## src/rtl/freq_pkg.sv

```systemverilog
// Shared types and constant helpers for the frequency meter:
// FSM state type, gate-length derivation and display limit.
package freq_pkg;

  typedef enum logic {
    IDLE    = 1'b0,
    MEASURE = 1'b1
  } state_t;

  localparam int DISP_MAX = 999_999;

  function automatic int gate_1s(input int clk_freq);
    return clk_freq;
  endfunction

  function automatic int gate_100ms(input int clk_freq);
    return clk_freq / 10;
  endfunction

  function automatic int clog2_f(input int value);
    int r;
    r = 0;
    for (int i = 0; i < 31; i++) begin
      if ((32'd1 << i) < 32'(value)) begin
        r = i + 1;
      end else begin
        r = r;
      end
    end
    return r;
  endfunction

endpackage

```

## src/rtl/sync_edge_det.sv

```systemverilog
// Three-flop synchronizer with rising-edge detect for asynchronous meter inputs.
// rise follows a d_async rising transition by three clk edges.
module sync_edge_det (
  input  logic clk,
  input  logic rst_n,
  input  logic d_async,
  output logic rise
);

  logic       r_s1;
  logic       r_s2;
  logic       r_s3;
  logic [1:0] r_arm;

  // r_arm masks the detector until r_s3 holds a real sample, so an input already high at reset release is not seen as an edge
  always_ff @(posedge clk or negedge rst_n) begin
    if (!rst_n) begin
      r_s1  <= 1'b0;
      r_s2  <= 1'b0;
      r_s3  <= 1'b0;
      r_arm <= 2'd0;
    end else begin
      r_s1 <= d_async;
      r_s2 <= r_s1;
      r_s3 <= r_s2;
      if (r_arm != 2'd3) begin
        r_arm <= r_arm + 2'd1;
      end else begin
        r_arm <= r_arm;
      end
    end
  end

  assign rise = r_s2 & ~r_s3 & (r_arm == 2'd3);

endmodule

```

## src/rtl/freq_counter.sv

```systemverilog
// Gated pulse counter: counts signal_in rising edges per gate window and latches the result.
// Optional macro FREQ_COUNTER_GATE_SEL_EN adds gate_sel (100 ms gate, result scaled x10).
module freq_counter
  import freq_pkg::*;
#(
  parameter int CLK_FREQ  = 50_000_000,
  parameter int N         = 20,
  parameter int MAX_COUNT = DISP_MAX
) (
  input  logic         clk,
  input  logic         rst_n,
  input  logic         en,
  input  logic         signal_in,
`ifdef FREQ_COUNTER_GATE_SEL_EN
  input  logic         gate_sel,
`endif
  output logic [N-1:0] freq_out,
  output logic         valid,
  output logic         overflow,
  output logic         gate_led
);

  localparam int GATE_L = gate_1s(CLK_FREQ);
  localparam int GW     = (clog2_f(GATE_L) < 1) ? 1 : clog2_f(GATE_L);
  localparam int AW     = N + 1;
  localparam int SW     = AW + 4;
  localparam logic [GW-1:0] TERM_L  = GW'(GATE_L - 1);
  localparam logic [GW-1:0] HALF_L  = GW'(GATE_L / 2);
  // One count above MAX_COUNT is kept so a clipped window still reads as overflow
  localparam logic [AW-1:0] ACC_CAP = AW'(MAX_COUNT + 1);
  localparam logic [SW-1:0] MAX_S   = SW'(MAX_COUNT);
`ifdef FREQ_COUNTER_GATE_SEL_EN
  localparam int GATE_S = gate_100ms(CLK_FREQ);
  localparam logic [GW-1:0] TERM_S = GW'(GATE_S - 1);
  localparam logic [GW-1:0] HALF_S = GW'(GATE_S / 2);
`endif

  state_t        r_state;
  state_t        w_state_nxt;
  logic [GW-1:0] r_gate_cnt;
  logic [GW-1:0] w_gate_nxt;
  logic [GW-1:0] w_term;
  logic [GW-1:0] w_half_nxt;
  logic [AW-1:0] r_acc;
  logic [AW-1:0] w_acc_nxt;
  logic [AW-1:0] w_sum;
  logic [AW-1:0] w_sum_cap;
  logic [SW-1:0] w_val;
  logic [N-1:0]  r_freq;
  logic [N-1:0]  w_freq;
  logic          r_valid;
  logic          r_ovf;
  logic          r_led;
  logic          w_ovf;
  logic          w_latch;
  logic          w_led_nxt;
  logic          w_edge;

  sync_edge_det u_sync_edge_det (
    .clk     (clk),
    .rst_n   (rst_n),
    .d_async (signal_in),
    .rise    (w_edge)
  );

  assign w_sum     = r_acc + {{N{1'b0}}, w_edge};
  assign w_sum_cap = (w_sum > ACC_CAP) ? ACC_CAP : w_sum;

`ifdef FREQ_COUNTER_GATE_SEL_EN
  logic          r_sel;
  logic          w_sel_nxt;
  logic [SW-1:0] w_ext;

  // Gate length is chosen only when a window opens
  always_comb begin
    w_sel_nxt = r_sel;
    if ((r_state == IDLE) || w_latch) begin
      w_sel_nxt = gate_sel;
    end else begin
      w_sel_nxt = r_sel;
    end
  end

  always_ff @(posedge clk or negedge rst_n) begin
    if (!rst_n) begin
      r_sel <= 1'b0;
    end else begin
      r_sel <= w_sel_nxt;
    end
  end

  assign w_term     = r_sel ? TERM_S : TERM_L;
  assign w_half_nxt = w_sel_nxt ? HALF_S : HALF_L;
  assign w_ext      = {4'b0000, w_sum_cap};
  assign w_val      = r_sel ? ((w_ext << 3) + (w_ext << 1)) : w_ext;
`else
  assign w_term     = TERM_L;
  assign w_half_nxt = HALF_L;
  assign w_val      = {4'b0000, w_sum_cap};
`endif

  assign w_ovf     = (w_val > MAX_S);
  assign w_freq    = w_ovf ? MAX_S[N-1:0] : w_val[N-1:0];
  assign w_led_nxt = (w_state_nxt == MEASURE) && (w_gate_nxt < w_half_nxt);

  always_comb begin
    w_state_nxt = r_state;
    w_gate_nxt  = r_gate_cnt;
    w_acc_nxt   = r_acc;
    w_latch     = 1'b0;
    case (r_state)
      IDLE: begin
        w_gate_nxt = '0;
        w_acc_nxt  = '0;
        if (en) begin
          w_state_nxt = MEASURE;
        end else begin
          w_state_nxt = IDLE;
        end
      end
      MEASURE: begin
        if (!en) begin
          w_state_nxt = IDLE;
          w_gate_nxt  = '0;
          w_acc_nxt   = '0;
        end else if (r_gate_cnt == w_term) begin
          w_latch    = 1'b1;
          w_gate_nxt = '0;
          w_acc_nxt  = '0;
        end else begin
          w_gate_nxt = r_gate_cnt + {{(GW-1){1'b0}}, 1'b1};
          w_acc_nxt  = w_sum_cap;
        end
      end
      default: begin
        w_state_nxt = IDLE;
        w_gate_nxt  = '0;
        w_acc_nxt   = '0;
      end
    endcase
  end

  always_ff @(posedge clk or negedge rst_n) begin
    if (!rst_n) begin
      r_state    <= IDLE;
      r_gate_cnt <= '0;
      r_acc      <= '0;
      r_freq     <= '0;
      r_valid    <= 1'b0;
      r_ovf      <= 1'b0;
      r_led      <= 1'b0;
    end else begin
      r_state    <= w_state_nxt;
      r_gate_cnt <= w_gate_nxt;
      r_acc      <= w_acc_nxt;
      r_valid    <= w_latch;
      r_led      <= w_led_nxt;
      if (w_latch) begin
        r_freq <= w_freq;
        r_ovf  <= w_ovf;
      end else begin
        r_freq <= r_freq;
        r_ovf  <= r_ovf;
      end
    end
  end

  assign freq_out = r_freq;
  assign valid    = r_valid;
  assign overflow = r_ovf;
  assign gate_led = r_led;

endmodule

```

## config.mk

```make
export PLATFORM = sky130hd
export DESIGN_NAME = freq_counter
export DESIGN_NICKNAME = d
export VERILOG_FILES = /design/src/rtl/freq_pkg.sv /design/src/rtl/sync_edge_det.sv /design/src/rtl/freq_counter.sv
export SDC_FILE = /design/constraint.sdc
export NUM_CORES = 1
export LEC_CHECK = 0
export CORE_UTILIZATION = 53
export DETAILED_ROUTE_END_ITERATION = 7
export PLACE_DENSITY_LB_ADDON = 0.3
export SYNTH_ARGS = -nofsm -noshare
export SYNTH_HDL_FRONTEND = slang
export SYNTH_HIERARCHICAL = 1
export SYNTH_SLANG_ARGS = --single-unit
```

## constraint.sdc

```tcl
create_clock -name clk -period 3.4 [get_ports clk]
set_input_delay 0.51 -clock clk [delete_from_list [all_inputs] [get_ports clk]]
set_output_delay 0.51 -clock clk [all_outputs]
set_load 0.1 [all_outputs]
```

# Yosys cells after proc, flatten, opt, wreduce, memory -nomap -nowiden
# Cells that the tools add are included.
classes:
  add_sub_neg: 3
  mul: 0
  div_mod_pow: 0
  magnitude_cmp: 3
  eq_ne: 3
  shifts: 0
  muxes: 12
  bitwise: 4
  n_reduce_logical: 1
ops:
  columns: ["cell", "count"]
  rows:
  - ["two-way mux 21 bit", 3]
  - ["two-way mux 26 bit", 2]
  - ["one-hot mux 26 bit (2 select lines)", 1]
  - ["greater-than comparator 21 x 20 -> 1 bit, second input constant", 2]
  - ["one-hot mux 21 bit (2 select lines)", 1]
  - ["adder 26 x 1 -> 26 bit, second input constant", 1]
  - ["equality test 26 bit, second input constant", 1]
  - ["< comparator 26 x 25 -> 1 bit, second input constant", 1]
  - ["adder 21 x 1 -> 21 bit", 1]
  - ["two-way mux 20 bit", 1]
  - ["two-way mux 1 bit", 4]
  - ["adder 2 x 1 -> 2 bit, second input constant", 1]
  - ["AND 1 bit", 2]
  - ["equality test 2 bit, second input constant", 1]
  - ["!= test 2 bit, second input constant", 1]
  - ["inverter 1 bit", 2]
  - ["logical AND 1 bit", 1]
word_totals:
  reg_bits: 76
  latchBits: 0
  mem_bits_rw: 0
  rom_bits: 0
  in_bits: 4
  output_inout_bits: 23
  elab_cells: 37
  memories: 0

# Longest topological paths before layout
depth:
  ltp_word: 9
  mapped_depth: 14

# By module
# Netlist, hierarchy kept.
by_module_without_submodules:
  columns: ["module", "instances", "cells_per_inst", "area_per_inst_um2", "seq_area_each_um2"]
  rows:
  - ["freq_counter", 1, 405, 3789.9, 1776.7]
  - ["sync_edge_det", 1, 9, 171.4, 125.1]

# Worst setup path after synthesis
# Ideal clock, no wire load.
synth_path:
  path_type: "reg-to-reg"
  start: "register u_sync_edge_det.r_arm[0]"
  end: "register r_acc[13]"
  setup_time_ns: 0.096
  arrival_time_ns: 3.098
  path_slack_ns: 0.207
  path_stages_with_launch: 15
  n_path_buf: 3
  period_less_slack_ns: 3.193
  cell_sequence: "dfrtp_1 > ha_1 > and3b_2 > ha_1 > ha_1 > and4_1 > clkbuf_1 > and2_1 > or4_1 > a32oi_1 > a211oi_2 > and2_1 > buf_2 > buf_4 > nor4_2"
synth_via:
  elab_chain_len: 8
synth_rtl:
  columns: ["item", "line_no", "source"]
  rows:
  - ["start: declaration", "sync_edge_det.sv:13", "logic [1:0] r_arm;"]
  - ["start signal: assignment", "sync_edge_det.sv:27", "r_arm <= r_arm + 2'd1;"]
  - ["start signal: assignment", "sync_edge_det.sv:29", "r_arm <= r_arm;"]
  - ["equality test 2 bit *", "sync_edge_det.sv:34", "assign rise = r_s2 & ~r_s3 & (r_arm == 2'd3);"]
  - ["AND 1 bit *", "sync_edge_det.sv:34", null]
  - ["named net w_edge", "freq_counter.sv:57", "logic w_edge;"]
  - ["adder 21 x 1 -> 21 bit *", "freq_counter.sv:66", "assign w_sum = r_acc + {{N{1'b0}}, w_edge};"]
  - ["greater-than comparator 21 x 20 -> 1 bit", "freq_counter.sv:67", "assign w_sum_cap = (w_sum > ACC_CAP) ? ACC_CAP : w_sum;"]
  - ["two-way mux 21 bit *", "freq_counter.sv:67", null]
  - ["two-way mux 21 bit *", "freq_counter.sv:126", "end else if (r_gate_cnt == w_term) begin"]
  - ["two-way mux 21 bit *", "freq_counter.sv:122", "if (!en) begin"]
  - ["one-hot mux 21 bit (2 select lines) *", "freq_counter.sv:111", "case (r_state)"]
  - ["named net w_acc_nxt[13]", "freq_counter.sv:45", "logic [AW-1:0] w_acc_nxt;"]
  - ["end signal: assignment", "freq_counter.sv:155", "r_acc <= w_acc_nxt;"]
  - ["end: declaration", "freq_counter.sv:44", "logic [AW-1:0] r_acc;"]
# Mark *: on every way through the listed nets, which the timed path passes. The rest lies on a longest branch.
# A chain may end at the register's enable or synchronous reset.

# Worst setup path in the final report
layout_path:
  start: "register u_sync_edge_det.r_arm[0]"
  end: "register r_freq[3], in the netlist freq_out[3]"
layout_via:
  elab_chain_len: 7
layout_rtl:
  columns: ["item", "line_no", "source"]
  rows:
  - ["equality test 2 bit *", "sync_edge_det.sv:34", null]
  - ["AND 1 bit *", "sync_edge_det.sv:34", null]
  - ["named net w_edge", "freq_counter.sv:57", null]
  - ["adder 21 x 1 -> 21 bit *", "freq_counter.sv:66", null]
  - ["greater-than comparator 21 x 20 -> 1 bit", "freq_counter.sv:67", null]
  - ["two-way mux 21 bit *", "freq_counter.sv:67", null]
  - ["greater-than comparator 21 x 20 -> 1 bit", "freq_counter.sv:102", "assign w_ovf = (w_val > MAX_S);"]
  - ["two-way mux 20 bit *", "freq_counter.sv:103", "assign w_freq = w_ovf ? MAX_S[N-1:0] : w_val[N-1:0];"]
  - ["end signal: assignment", "freq_counter.sv:159", "r_freq <= w_freq;"]
  - ["end signal: assignment", "freq_counter.sv:162", "r_freq <= r_freq;"]
  - ["end: declaration", "freq_counter.sv:49", "logic [N-1:0] r_freq;"]
# Marks and branches as above.

==> key figures <==
Yosys
  – Number of enable-type register cells in the synthesized netlist: 0
  – Synthesized flop and latch total: 76
  – Area of the mapped netlist: 3961 sq um
  – Fraction of synthesis flops using an asynchronous set or reset pin: 1.000
  – Distinct cell type count of the synthesized netlist: 58
  – Most used flip-flop cell after synthesis: sky130_fd_sc_hd__dfrtp_1
  – Cells after Synth: 414
  – Proportion of synthesized chip area in sequential cells: 0.4801
  – Number of warnings printed during yosys synthesis: 6
  – Synthesized area per cell: 9.568 sq um
  – Post-synthesis net count: 422

CTS
  – CTS tree: built
  – Insertion delay of the later-clocked pin in the worst-skew pair: 0.35 ns
  – Clock input transition at the sequential cells of the worst setup and hold paths: 0.09 ns
  – Total CTS buffers: 9
  – Number of sinks handled by clock tree synthesis: 76
  – Number of buffers inserted by post-CTS setup repair: 0
  – H-tree depth: 3
  – Root buffer cell: sky130_fd_sc_hd__clkbuf_8
  – Maximum buffer depth of the clock tree: 2

Route
  – Number of design-rule violations left by the first detailed-router iteration: 213
  – First-pass detailed-route iteration total: 4
  – Via count: 3118
  – Number of vias per cell: 5.817
  – Antenna viol nets, final: 0
  – Count of unresolved DRC violations after routing: 0
  – Wire length per cell: 16.14 um
  – Aggregate routed wire length: 8653 um

STA
  – Maximum operating frequency: 304.8 MHz
  – Number of hold violations in the final report: 0
  – Worst slew margin relative to its limit: 0.3388
  – Total negative slack: 0 ns
  – Final Max Tran Viols: 0
  – Number of setup violations in the final report: 0
  – Final min period: 3.281 ns
  – RSZ-0062 raised after global routing: false
  – Period Utilization, post-route: 0.9649
  – Actual transition at the worst max-transition pin: 0.9888 ns
  – Clock skew: 0.01333 ns

Run
  – Max-cap violations: 0

Outcome
  – Run status: complete, no violations

Final layout
  – Design area: 4504 sq um
  – Layout Nets: 440
  – Fraction of layout cells with a size suffix above 1: 0.09153
  – Utilization of the core after routing: 0.6210
  – Diodes inserted: 0
  – Synthesis-to-layout area growth: 13.71%

Critical path
  – Data required time at the worst endpoint: 3.61 ns
  – Crit path launch type: flop
  – Largest fanout on the critical path: 7
  – Worst EP arrival: 3.49 ns
  – Sort of element at the end of the critical path: flop
  – Kind of critical path: flop to flop
  – Worst reg-to-reg setup slack: 0.12 ns

GRT
  – Global-route wire length before repair: 14160 um
  – Antenna violations before repair: 0
  – Maximum number of pins on one net before global-route repair: 77
  – All-layer global routing usage: 0.2399
  – Via count of the first global-routing pass: 3011
  – Total overflow reported by the global router: 0

Pwr
  – Static leakage: 1.917 nW
  – Total power divided by cell area: 374.9 nW/um^2
  – Highest ir drop seen on vdd: 0.3090 mV
  – Final total power: 1.689 mW

Floorplan
  – Boundary Pins: 27
  – Die span in y: 88.46 um
  – Die span in x: 88.46 um
  – Initial Utilization: 0.5461
  – Area of the die: 7824 sq um
  – Core Footprint: 7253 sq um
  – Placement row count: 31

Placed design
  – Placed wire-length estimate: 5984 um
  – Count of input and output buffers: 26
  – Placed standard-cell area: 4279 sq um
  – Routability congestion estimate: 0.9134

Min path
  – Hold WC Path Type: input pin to async pin
==> power breakdown <==
part / switching (mW) / total (mW) / internal, mW
logic: 0.0496 / 0.0687 / 0.0192
registers: 0.00805 / 0.920 / 0.912
clock network: 0.323 / 0.700 / 0.377
total: 0.380 / 1.69 / 1.31
==> synth_stat cells, types with 3 or more instances <==
cell / number / share of area
sky130_fd_sc_hd__and4_1: 11 / 0.024
sky130_fd_sc_hd__inv_1: 4 / 0.0038
sky130_fd_sc_hd__or3_1: 3 / 0.0047
sky130_fd_sc_hd__xnor2_1: 21 / 0.046
sky130_fd_sc_hd__and2_1: 7 / 0.011
sky130_fd_sc_hd__dfrtp_1: 76 / 0.48
sky130_fd_sc_hd__and3_1: 10 / 0.016
sky130_fd_sc_hd__nor3_1: 11 / 0.014
sky130_fd_sc_hd__nand3_1: 20 / 0.025
sky130_fd_sc_hd__o31ai_1: 4 / 0.0076
sky130_fd_sc_hd__nor2_1: 55 / 0.052
sky130_fd_sc_hd__nand4_1: 15 / 0.024
sky130_fd_sc_hd__clkbuf_1: 13 / 0.012
sky130_fd_sc_hd__nand2_1: 39 / 0.037
sky130_fd_sc_hd__buf_2: 9 / 0.011
sky130_fd_sc_hd__o32a_1: 3 / 0.0076
sky130_fd_sc_hd__o21ai_1: 7 / 0.0088
sky130_fd_sc_hd__o21ai_0: 5 / 0.0063
sky130_fd_sc_hd__ha_1: 4 / 0.013
sky130_fd_sc_hd__xor2_1: 25 / 0.055
sky130_fd_sc_hd__nor4_1: 8 / 0.013
sky130_fd_sc_hd__buf_1: 3 / 0.0028
sky130_fd_sc_hd__a21oi_1: 9 / 0.011
sky130_fd_sc_hd__a31oi_1: 6 / 0.0095
==> stage by stage <==
stage / setup WS, ns / hold WS (ns) / instances
after floorplan: 0.2066 / 0.2144 / 414
after global placement: 0.1773 / 0.3336 / 520
after detailed placement: 0.05315 / 0.3569 / 520
after CTS: 0.004992 / 0.3317 / 536
after global routing: 0.0006668 / 0.3726 / 536
final: 0.1192 / 0.3019 / 536
==> state kept, by name (all words and copies together), names as in the netlist <==
| register | count |
|---|---|
| r_acc | 21 |
| u_sync_edge_det/r_s2 | 1 |
| u_sync_edge_det/r_s3 | 1 |
| r_state | 1 |
| freq_out | 20 |
| u_sync_edge_det/r_arm | 2 |
| valid | 1 |
| u_sync_edge_det/r_s1 | 1 |
| gate_led | 1 |
| r_gate_cnt | 26 |
| overflow | 1 |
==> routing by layer <==
metal | share of wire | vias to the layer above | global-route usage
met5 | 0 | - | 0
met4 | 0.011 | 0 | 0.09091
met3 | 0.047 | 9 | 0.05410
met2 | 0.52 | 106 | 0.4112
met1 | 0.42 | 1505 | 0.2962
li1 | - | 1498 | -
==> cells in the final DEF (no fill, tap or decap), types with 3 or more instances in the layout <==
cell type	n
sky130_fd_sc_hd__dfrtp_1	76
sky130_fd_sc_hd__inv_1	4
sky130_fd_sc_hd__o21ai_1	6
sky130_fd_sc_hd__nor4_2	3
sky130_fd_sc_hd__a31oi_1	6
sky130_fd_sc_hd__clkbuf_8	11
sky130_fd_sc_hd__nand2_1	39
sky130_fd_sc_hd__o21ai_0	5
sky130_fd_sc_hd__and2_1	6
sky130_fd_sc_hd__o32a_1	3
sky130_fd_sc_hd__nor3_1	11
sky130_fd_sc_hd__nand3_1	20
sky130_fd_sc_hd__nor4_1	6
sky130_fd_sc_hd__and3_1	10
sky130_fd_sc_hd__a21oi_1	8
sky130_fd_sc_hd__clkdlybuf4s50_1	25
sky130_fd_sc_hd__xor2_1	25
sky130_fd_sc_hd__nand4_1	15
sky130_fd_sc_hd__and4_1	10
sky130_fd_sc_hd__xnor2_1	21
sky130_fd_sc_hd__or3_1	3
sky130_fd_sc_hd__o31ai_1	4
sky130_fd_sc_hd__nor2_1	54
sky130_fd_sc_hd__ha_1	4
sky130_fd_sc_hd__buf_4	11
==> final timing paths <==
kind / end / depth (start not counted) / startpoint
worst max-delay path: freq_out[3]$_DFFE_PN0P_ / 12 / u_sync_edge_det/r_arm[0]$_DFFE_PN0P_
worst min-delay path: freq_out[13]$_DFFE_PN0P_ / 1 / rst_n
worst max register to register: freq_out[3]$_DFFE_PN0P_ / 12 / u_sync_edge_det/r_arm[0]$_DFFE_PN0P_
worst min register to register: u_sync_edge_det/r_s2$_DFF_PN0_ / 0 / u_sync_edge_det/r_s1$_DFF_PN0_
max in group asynchronous: r_gate_cnt[13]$_DFF_PN0_ / 1 / rst_n
min in group clk: u_sync_edge_det/r_s2$_DFF_PN0_ / 0 / u_sync_edge_det/r_s1$_DFF_PN0_
==> timing repair <==
item                                    4_1_cts  5_1_grt
gates resized for setup                       0        7
hold endpoints to repair                      0        0
hold buffers                                  0        0
endpoints found under the setup margin        0       25
==> area by class of cell <==
cell class	instances	area, sq um
Fill cell	597	2749
Multi-Input combinational cell	304	1919
Sequential cell	76	1902
Timing Repair Buffer	36	332.8
Clock buffer	12	155.1
Tap cell	99	123.9
Clock inverter	4	47.55
Inverter	5	23.77
==> worst max-delay path, stage by stage, from the launching register on <==
cell and delay (ns):
sky130_fd_sc_hd__dfrtp_1 0.40, sky130_fd_sc_hd__ha_1 0.25, sky130_fd_sc_hd__and3b_2 0.23, sky130_fd_sc_hd__ha_1 0.21
sky130_fd_sc_hd__ha_1 0.27, sky130_fd_sc_hd__and4_4 0.26, sky130_fd_sc_hd__and2_1 0.19, sky130_fd_sc_hd__or4_1 0.40
sky130_fd_sc_hd__a32oi_1 0.23, sky130_fd_sc_hd__a211oi_2 0.11, sky130_fd_sc_hd__buf_4 0.17, sky130_fd_sc_hd__nor3_4 0.29
sky130_fd_sc_hd__a21oi_1 0.12
==> logic make-up after synthesis <==
logic type,count (synthesis),synth area share
fa+ha+maj,4,0.01263
flops,76,0.4801
xor+xnor,46,0.1017
simple gates,194,0.2558
other cells,1,0.0009467
compound gates,56,0.09792
buf+inv,34,0.04201
mux,3,0.008843
No activity file was read; power rests on OpenSTA's default activity.
